--- src/rtl/unidad_riesgos.sv ---
// unidad_riesgos: hazard and flow controller for the 5-stage MIPS pipeline.
// Purpose : resolves load-use stalls, branch/jump redirects and slow data-memory
//           wait states by driving PC / pipeline-register enables, flushes and pc_sel.
// Latency : zero-latency decisions; only FSM state, wait counter, mem_err (and the
//           optional perf counters) are registered on the rising edge of clk.
// Backpressure: a busy data memory freezes every enable for at most WAIT_MAX cycles,
//           after which the access is force-released and mem_err latches.
// Optional: define RIESGOS_PERF_EN to add stall_cnt[15:0] and flush_cnt[15:0].
// Ports   : clk, rst (sync, active-high); IF/ID fields id_op/id_rs/id_rt/id_jump;
//           ID/EX ex_mem_read/ex_rt; EX/MEM mem_branch/mem_zero; MEM-stage
//           mem_read/mem_write/mem_ready; outputs pc_write, ifid_write, pipe_write,
//           ifid_flush, idex_flush, exmem_flush, pc_sel, state, mem_err.
module unidad_riesgos #(
   parameter int WAIT_MAX = 15
) (
   input  logic       clk,
   input  logic       rst,
   input  logic [5:0] id_op,
   input  logic [4:0] id_rs,
   input  logic [4:0] id_rt,
   input  logic       ex_mem_read,
   input  logic [4:0] ex_rt,
   input  logic       mem_branch,
   input  logic       mem_zero,
   input  logic       mem_read,
   input  logic       mem_write,
   input  logic       mem_ready,
   input  logic       id_jump,
   output logic       pc_write,
   output logic       ifid_write,
   output logic       pipe_write,
   output logic       ifid_flush,
   output logic       idex_flush,
   output logic       exmem_flush,
   output logic [1:0] pc_sel,
   output logic [1:0] state,
   output logic       mem_err
`ifdef RIESGOS_PERF_EN
   ,
   output logic [15:0] stall_cnt,
   output logic [15:0] flush_cnt
`endif
);

   typedef enum logic [1:0] {
      ST_RUN    = 2'b00,
      ST_WAIT   = 2'b01,
      ST_BUBBLE = 2'b10
   } state_t;

   localparam logic [1:0] SEL_PC4 = 2'b00;
   localparam logic [1:0] SEL_BR  = 2'b01;
   localparam logic [1:0] SEL_JMP = 2'b10;
   localparam logic [7:0] CNT_LAST = 8'(WAIT_MAX - 1);

   state_t     state_q, state_d;
   logic [7:0] wait_cnt_q, wait_cnt_d;
   logic       mem_err_q, mem_err_d;

   logic mem_busy;
   logic timeout;
   logic freeze;
   logic branch_taken;
   logic rs_user, rt_user;
   logic load_use;
   logic lu_stall;
   logic redirect;

   // Hazard terms
   always_comb begin
      mem_busy     = (mem_read | mem_write) & ~mem_ready;
      branch_taken = mem_branch & mem_zero;
      // j (000010) reads no register; R-type, sw and beq also read rt.
      rs_user      = (id_op != 6'b000010);
      rt_user      = (id_op == 6'b000000) | (id_op == 6'b101011) | (id_op == 6'b000100);
      load_use     = ex_mem_read & (ex_rt != 5'd0) &
                     ((rs_user & (ex_rt == id_rs)) | (rt_user & (ex_rt == id_rt)));
      // Detection only in RUN: BUBBLE is the one-cycle stall itself, and a
      // WAIT release simply resumes the pipeline.
      lu_stall     = (state_q == ST_RUN) & load_use;
      timeout      = (state_q == ST_WAIT) & ~mem_ready & (wait_cnt_q == CNT_LAST);
      freeze       = (state_q == ST_WAIT) ? (~mem_ready & ~timeout) : mem_busy;
   end

   // Next state and outputs
   always_comb begin
      state_d     = state_q;
      wait_cnt_d  = wait_cnt_q;
      mem_err_d   = mem_err_q;
      pc_write    = 1'b1;
      ifid_write  = 1'b1;
      pipe_write  = 1'b1;
      ifid_flush  = 1'b0;
      idex_flush  = 1'b0;
      exmem_flush = 1'b0;
      pc_sel      = SEL_PC4;
      redirect    = 1'b0;

      if (rst) begin
         pc_write    = 1'b0;
         ifid_write  = 1'b0;
         pipe_write  = 1'b0;
         ifid_flush  = 1'b1;
         idex_flush  = 1'b1;
         exmem_flush = 1'b1;
         state_d     = ST_RUN;
         wait_cnt_d  = 8'd0;
         mem_err_d   = 1'b0;
      end else if (freeze) begin
         pc_write   = 1'b0;
         ifid_write = 1'b0;
         pipe_write = 1'b0;
         state_d    = ST_WAIT;
         // Counter restarts on entry, counts only while already waiting.
         wait_cnt_d = (state_q == ST_WAIT) ? (wait_cnt_q + 8'd1) : 8'd0;
      end else begin
         state_d    = ST_RUN;
         wait_cnt_d = 8'd0;
         if (timeout) begin
            mem_err_d = 1'b1;
         end
         if (branch_taken) begin
            pc_sel      = SEL_BR;
            ifid_flush  = 1'b1;
            idex_flush  = 1'b1;
            exmem_flush = 1'b1;
            redirect    = 1'b1;
         end else if (lu_stall) begin
            pc_write   = 1'b0;
            ifid_write = 1'b0;
            idex_flush = 1'b1;
            state_d    = ST_BUBBLE;
         end else if (id_jump) begin
            pc_sel     = SEL_JMP;
            ifid_flush = 1'b1;
            redirect   = 1'b1;
         end
      end
   end

   always_ff @(posedge clk) begin
      if (rst) begin
         state_q    <= ST_RUN;
         wait_cnt_q <= 8'd0;
         mem_err_q  <= 1'b0;
      end else begin
         state_q    <= state_d;
         wait_cnt_q <= wait_cnt_d;
         mem_err_q  <= mem_err_d;
      end
   end

   // Reset forces the visible debug/status values in the same cycle.
   always_comb begin
      state   = rst ? ST_RUN : state_q;
      mem_err = rst ? 1'b0 : mem_err_q;
   end

`ifdef RIESGOS_PERF_EN
   logic [15:0] stall_cnt_q, stall_cnt_d;
   logic [15:0] flush_cnt_q, flush_cnt_d;

   always_comb begin
      stall_cnt_d = stall_cnt_q;
      flush_cnt_d = flush_cnt_q;
      if (rst) begin
         stall_cnt_d = 16'd0;
         flush_cnt_d = 16'd0;
      end else begin
         if (!pc_write && (stall_cnt_q != 16'hFFFF)) begin
            stall_cnt_d = stall_cnt_q + 16'd1;
         end
         if (redirect && (flush_cnt_q != 16'hFFFF)) begin
            flush_cnt_d = flush_cnt_q + 16'd1;
         end
      end
      stall_cnt = rst ? 16'd0 : stall_cnt_q;
      flush_cnt = rst ? 16'd0 : flush_cnt_q;
   end

   always_ff @(posedge clk) begin
      if (rst) begin
         stall_cnt_q <= 16'd0;
         flush_cnt_q <= 16'd0;
      end else begin
         stall_cnt_q <= stall_cnt_d;
         flush_cnt_q <= flush_cnt_d;
      end
   end
`endif

endmodule
--- config.mk ---
export PLATFORM = sky130hd
export DESIGN_NAME = unidad_riesgos
export DESIGN_NICKNAME = d
export VERILOG_FILES = /design/src/rtl/unidad_riesgos.sv
export SDC_FILE = /design/constraint.sdc
export NUM_CORES = 1
export LEC_CHECK = 0
export CORE_MARGIN = 4
export CORE_UTILIZATION = 35
export DETAILED_ROUTE_END_ITERATION = 16
export HOLD_SLACK_MARGIN = 0.03
export PLACE_DENSITY = 0.75
export SLEW_MARGIN = 5
export SYNTH_ARGS = -nofsm -noshare
export SYNTH_HDL_FRONTEND = slang
export SYNTH_SLANG_ARGS = --single-unit
--- constraint.sdc ---
create_clock -name clk -period 5.1 [get_ports clk]
set_input_delay 1.02 -clock clk [delete_from_list [all_inputs] [get_ports clk]]
set_output_delay 1.02 -clock clk [all_outputs]
set_load 0.005 [all_outputs]
---- Word-level counts from Yosys, hierarchy flattened ----
Cells that the tools add are included.
storage, ports and cells
  register bits after elaboration ......... 11
  bits in latches ......................... 0
  bits in writable memories ............... 0
  ROM bits ................................ 0
  input bits .............................. 30
  output and inout port bits .............. 11
  logic and storage cells ................. 65
  memories ................................ 0
operators by class
  $add $sub $neg .......................... 1
  multiply operators ...................... 0
  div/mod/pow operators ................... 0
  order comparisons ....................... 0
  equality and inequality tests ........... 7
  shift-type cells ........................ 0
  muxes and demuxes ....................... 29
  bitwise operators ....................... 18
  reduce and logical (&&, ||, !) cells .... 6
operators by type and width
  cell                                           count
  two-way mux 1 bit                              22
  two-way mux 2 bit                              7
  AND 1 bit                                      10
  == test 5 bit                                  2
  adder 8 x 1 -> 8 bit, second input constant    1
  == test 8 x 4 -> 1 bit, second input constant  1
  == test 6 x 3 -> 1 bit, second input constant  1
  == test 6 bit, second input constant           1
  zero test 6 bit                                1
  != test 6 x 2 -> 1 bit, second input constant  1
  OR reduction 3 bit                             2
  nonzero test 5 bit                             1
  NOT 1 bit                                      4
  OR 1 bit                                       4
  == test 2 x 1 -> 1 bit, second input constant  1
  zero test 2 bit                                1
  AND reduction 2 bit                            1

---- Depth between registers and ports, before layout ----
  word-level depth ........................ 11
  gate-level depth with buffers ........... 9
  mapped depth without buffers ............ 9

---- Worst setup path before layout ----
OpenSTA, ideal clock, no wires.
  kind .................................... input port to output port
  from .................................... input id_op[0]
  to ...................................... output pc_write
  arrival ................................. 2.193 ns
  data required time ...................... 4.080 ns
  slack ................................... 1.887 ns
  stages on the path ...................... 6
  path buffers ............................ 1
  cell sequence ........................... or3_1 > o311ai_1 > or4_1 > a21oi_2 > a21oi_1 > buf_4
between the ends
  longest elaborated chain between the ends .. 11
  elaborated cells on any way between the ends .. 15
  those cells by class .................... 3 x eq/ne; 4 x mux; 7 x bitwise; 1 x reduce/logical
RTL lines
  what                                                     RTL line  source
  start, declared                                          18        input logic [5:0] id_op,
  == test 6 bit / zero test 6 bit (equally long branches)  75        rt_user = (id_op == 6'b000000) | (id_op == 6'b101011) | (id_op == 6'b000100);
  OR 1 bit (2 in a row)                                    75
  AND 1 bit                                                77        ((rs_user & (ex_rt == id_rs)) | (rt_user & (ex_rt == id_rt)));
  OR 1 bit (*)                                             77
  AND 1 bit (*)                                            76        load_use = ex_mem_read & (ex_rt != 5'd0) &
  AND 1 bit (*)                                            80        lu_stall = (state_q == ST_RUN) & load_use;
  two-way mux 1 bit (*) (4 in a row)                       --
  end, declared                                            29        output logic pc_write,
Mark *: on every way between the ends. The rest lies on a longest branch, timed or not.

---- Final worst setup path ----
  from .................................... input ex_rt[2]
  to ...................................... output idex_flush
between the ends
  longest elaborated chain between the ends .. 9
  elaborated cells on any way between the ends .. 13
  those cells by class .................... 2 x eq/ne; 4 x mux; 6 x bitwise; 1 x reduce/logical
RTL lines
  what                   RTL line  source
  start, declared        22        input logic [4:0] ex_rt,
  == test 5 bit          77
  AND 1 bit              77
  OR 1 bit               77
  AND 1 bit (*)          76
  AND 1 bit (*)          80
  two-way mux 1 bit (*)  128       end else if (lu_stall) begin
  two-way mux 1 bit (*)  122       if (branch_taken) begin
  two-way mux 1 bit (*)  109       end else if (freeze) begin
  two-way mux 1 bit (*)  99        if (rst) begin
  end, declared          33        output logic idex_flush,
Marks and branches as above.

==> results.md <==
- Status: completed
- Number of diodes: 0
- Area share of the largest cell type after synthesis: 31.3%
- Yosys reg bits: 11
- Critical Path Start: ex_rt[2]
- GPL Wtd Cong: 0.790
- Ys Warns: 0
- Skew-Pair Late Insertion Delay: 0.26 ns
- Mapped Cells: 88
- Setup WS pre-CTS: 0.926 ns
- Clock slew at the register clock pins of the worst setup and hold paths: 0.06 ns
- Maximum capacitance violations: 0
- Clk root buf: clkbuf_4
- GRT overflow: 0
- Crit path DAT: 3.14 ns
- WS Path Type: in2out
- Residual DRC: 0
- Vias in the first global route: 783
- Commonest non-fill, non-tap cells in the layout: clkdlybuf4s50_1 (40), nor2_1 (16), xor2_1 (12)
- Metal3 WL: 184 um
- Post-route ant nets: 0
- Sink Count: 11
- Row count: 15
- Max-slew violations: 0
- Fmax: 0.240 GHz
- Ranking of synthesized cells by area: dfxtp_1 (31%), xor2_1 (15%), nor2_1 (8.5%)
- Postcts setup bufs: 0
- Fin. Hold Viols: 0
- Vias/cell: 4.87
- CTS Buffer Depth: 2
- Slew @ Worst Pin: 0.290 ns
- Synth cell types: 28
- Nets: 162
- Syn Nets: 120
- RSZ-0062 raised after global routing: no
- Starting Density: 38.6%
- Non-Filler Instances: 154
- DRT met1 WL: 715 um
- Post-synthesis average cell area: 7.99 um^2
- Initial DRC Count: 16
- Fin crit share: 81.6%
- Global Route Usage Sum: 14.2%
- Cell Area, Placed: 1120 um^2
- Die width: 52.8 um
- Yosys top cell by area: dfxtp_1
- P per Cell Area: 172 nW/um^2
- Cell Area, Synth: 703 um^2
- First-pass GRT wire length: 3000 um
- Routed wl met2: 913 um
- CTS resizes: 0
- Post-route cell area: 1140 um^2
- Largest net degree at the start of global routing: 11
- DP HPWL: 1630 um
- Worst min path class: reg2reg
- Crit path top cell by count: clkdlybuf4s50_1
- Layout cells sized above 1: 4.65%
- IO Count: 41
- CP delay by family, top: buffers and inverters
- H-tree depth: 1
- CTS tree: done
- FF-to-FF setup slack: 3.38 ns
- Tmin final: 4.16 ns
- Slowest stage delay, CP: 0.53 ns
- CTS Buf Count: 3
- CORE AREA: 1820 um^2
- Setup Skew: 0.00290 ns
- Fin Setup TNS: 0 ns
- Reg-to-Reg End: wait_cnt_q[4]$_SDFF_PP0_
- Die height: 52.8 um
- Crit path launch type: input pin
- Slack of the critical path: 0.937 ns
- Setup crit end kind: primary output
- Area Growth Syn to Fin: 62.8%
- Cell total after placement: 150
- Total die area: 2790 um^2
- IO Port Bufs: 40
- Worst hold path depth: 2
- Commonest non-fill, non-tap cell in the layout: clkdlybuf4s50_1
- Critical path peak fanout: 5
- Initial antenna violation count: 0
- Leakage: 0.416 nW
- Crit path buf inv count: 2
- Wirelength per Cell: 12.0 um
- Cts-stage hold buffer count: 0
- Critical Path RT: 4.08 ns
- Detailed-route via count: 750
- WL final: 1850 um
- Worst VDD drop: 93.1 uV
- Crit path cell chain: clkdlybuf4s50_1 -> xnor2_1 -> o311ai_1 -> or4_1 -> a21oi_2 -> o22a_2 -> clkdlybuf4s50_1
- Hold path start: mem_err_q$_SDFFE_PP0P_
- R2R cell count: 7
- Sequential element share of the synthesized area: 31.3%
- # setup viols final: 0
- Drt pass-1 iters: 4
- RR Startpoint: wait_cnt_q[0]$_SDFF_PP0_
- Max stage delay cell, worst path: clkdlybuf4s50_1
- Highest routed metal layer: met4
- Slew headroom: 80.6%
- Hold Path End: mem_err_q$_SDFFE_PP0P_
[Yosys cell counts]
library cell / n
nor2_1: 16
xor2_1: 12
dfxtp_1: 11
nand2_1: 5
nand3_1: 5
nand2b_1: 4
xnor2_1: 4
a21oi_1: 3
inv_1: 3
ha_1: 2
nand4_1: 2
nor2b_1: 2
nor4b_1: 2
or3_1: 2
or4_1: 2
a21oi_2: 1
a31o_2: 1
and2_1: 1
and3_1: 1
buf_2: 1
buf_4: 1
clkbuf_1: 1
nor4_1: 1
o211ai_1: 1
o21bai_1: 1
o22a_2: 1
o22ai_1: 1
o311ai_1: 1
[metrics by stage]
stage / power, mW / hold WS, ns / utilization, %
finish: 0.197 / 0.461 / 62.9
CTS: 0.200 / 0.461 / 62.9
floorplan: 0.107 / 0.432 / -
detailed placement: 0.143 / 0.454 / 61.4
global route: 0.209 / 0.493 / 62.9
global placement: 0.143 / 0.445 / 61.4
[worst max path at each step]
stage	endpoint	depth (start not counted)	slack (ns)
floorplan	pc_write	6	1.89
global placement	idex_flush	6	1.0
detailed placement	idex_flush	7	0.93
CTS	idex_flush	7	0.93
global route	idex_flush	7	0.84
finish	idex_flush	7	0.94
[cell families (layout without fill, tap and decap cells)]
kind of cell	count (synthesis)	in the layout	share of synthesized area (%)
and+or+nand+nor	43	43	31.0
adders and majority gates	2	2	3.56
buffers and inverters	6	47	3.91
AOI/OAI and AO/OA	10	10	10.3
DFF	11	11	31.3
xor gates and xnor gates	16	16	19.9
[per-layer routing]
| metal | vias to the layer above | global-route usage [%] |
|---|---|---|
| li1 | 382 | - |
| met1 | 328 | 14.3 |
| met2 | 35 | 26.0 |
| met3 | 5 | 4.56 |
| met4 | 0 | 6.38 |
| met5 | - | 0 |
[flip-flops by register name (all words and copies together), names as in the netlist]
| signal | cells |
|---|---|
| state_q | 2 |
| mem_err_q | 1 |
| wait_cnt_q | 8 |
[report_power, final]
group          total, mW  switching (mW)  internal [mW]  leakage, nW
sequential        0.0872        0.000637         0.0866       0.0888
clock             0.0555          0.0253         0.0302       0.0150
combinational     0.0540          0.0184         0.0356        0.313
total              0.197          0.0443          0.152        0.416
[worst register-to-register path: cells and delay by family, from the launching register on]
family	cells	cell delay (ns)
adder cells (fa/ha/maj)	1	0.20
buffers and inverters	1	0.07
flip-flops	1	0.40
AND/OR/NAND/NOR	5	1.00
[layout make-up]
cell class                 instances  area, um^2
clock buffer                       4        26.3
tap                               25        31.3
fill                             186         676
multi-input combinational         71         455
timing repair buffer              40         400
inverter                           3        11.3
sequential                        11         220
No activity file was read; power rests on OpenSTA's default activity.
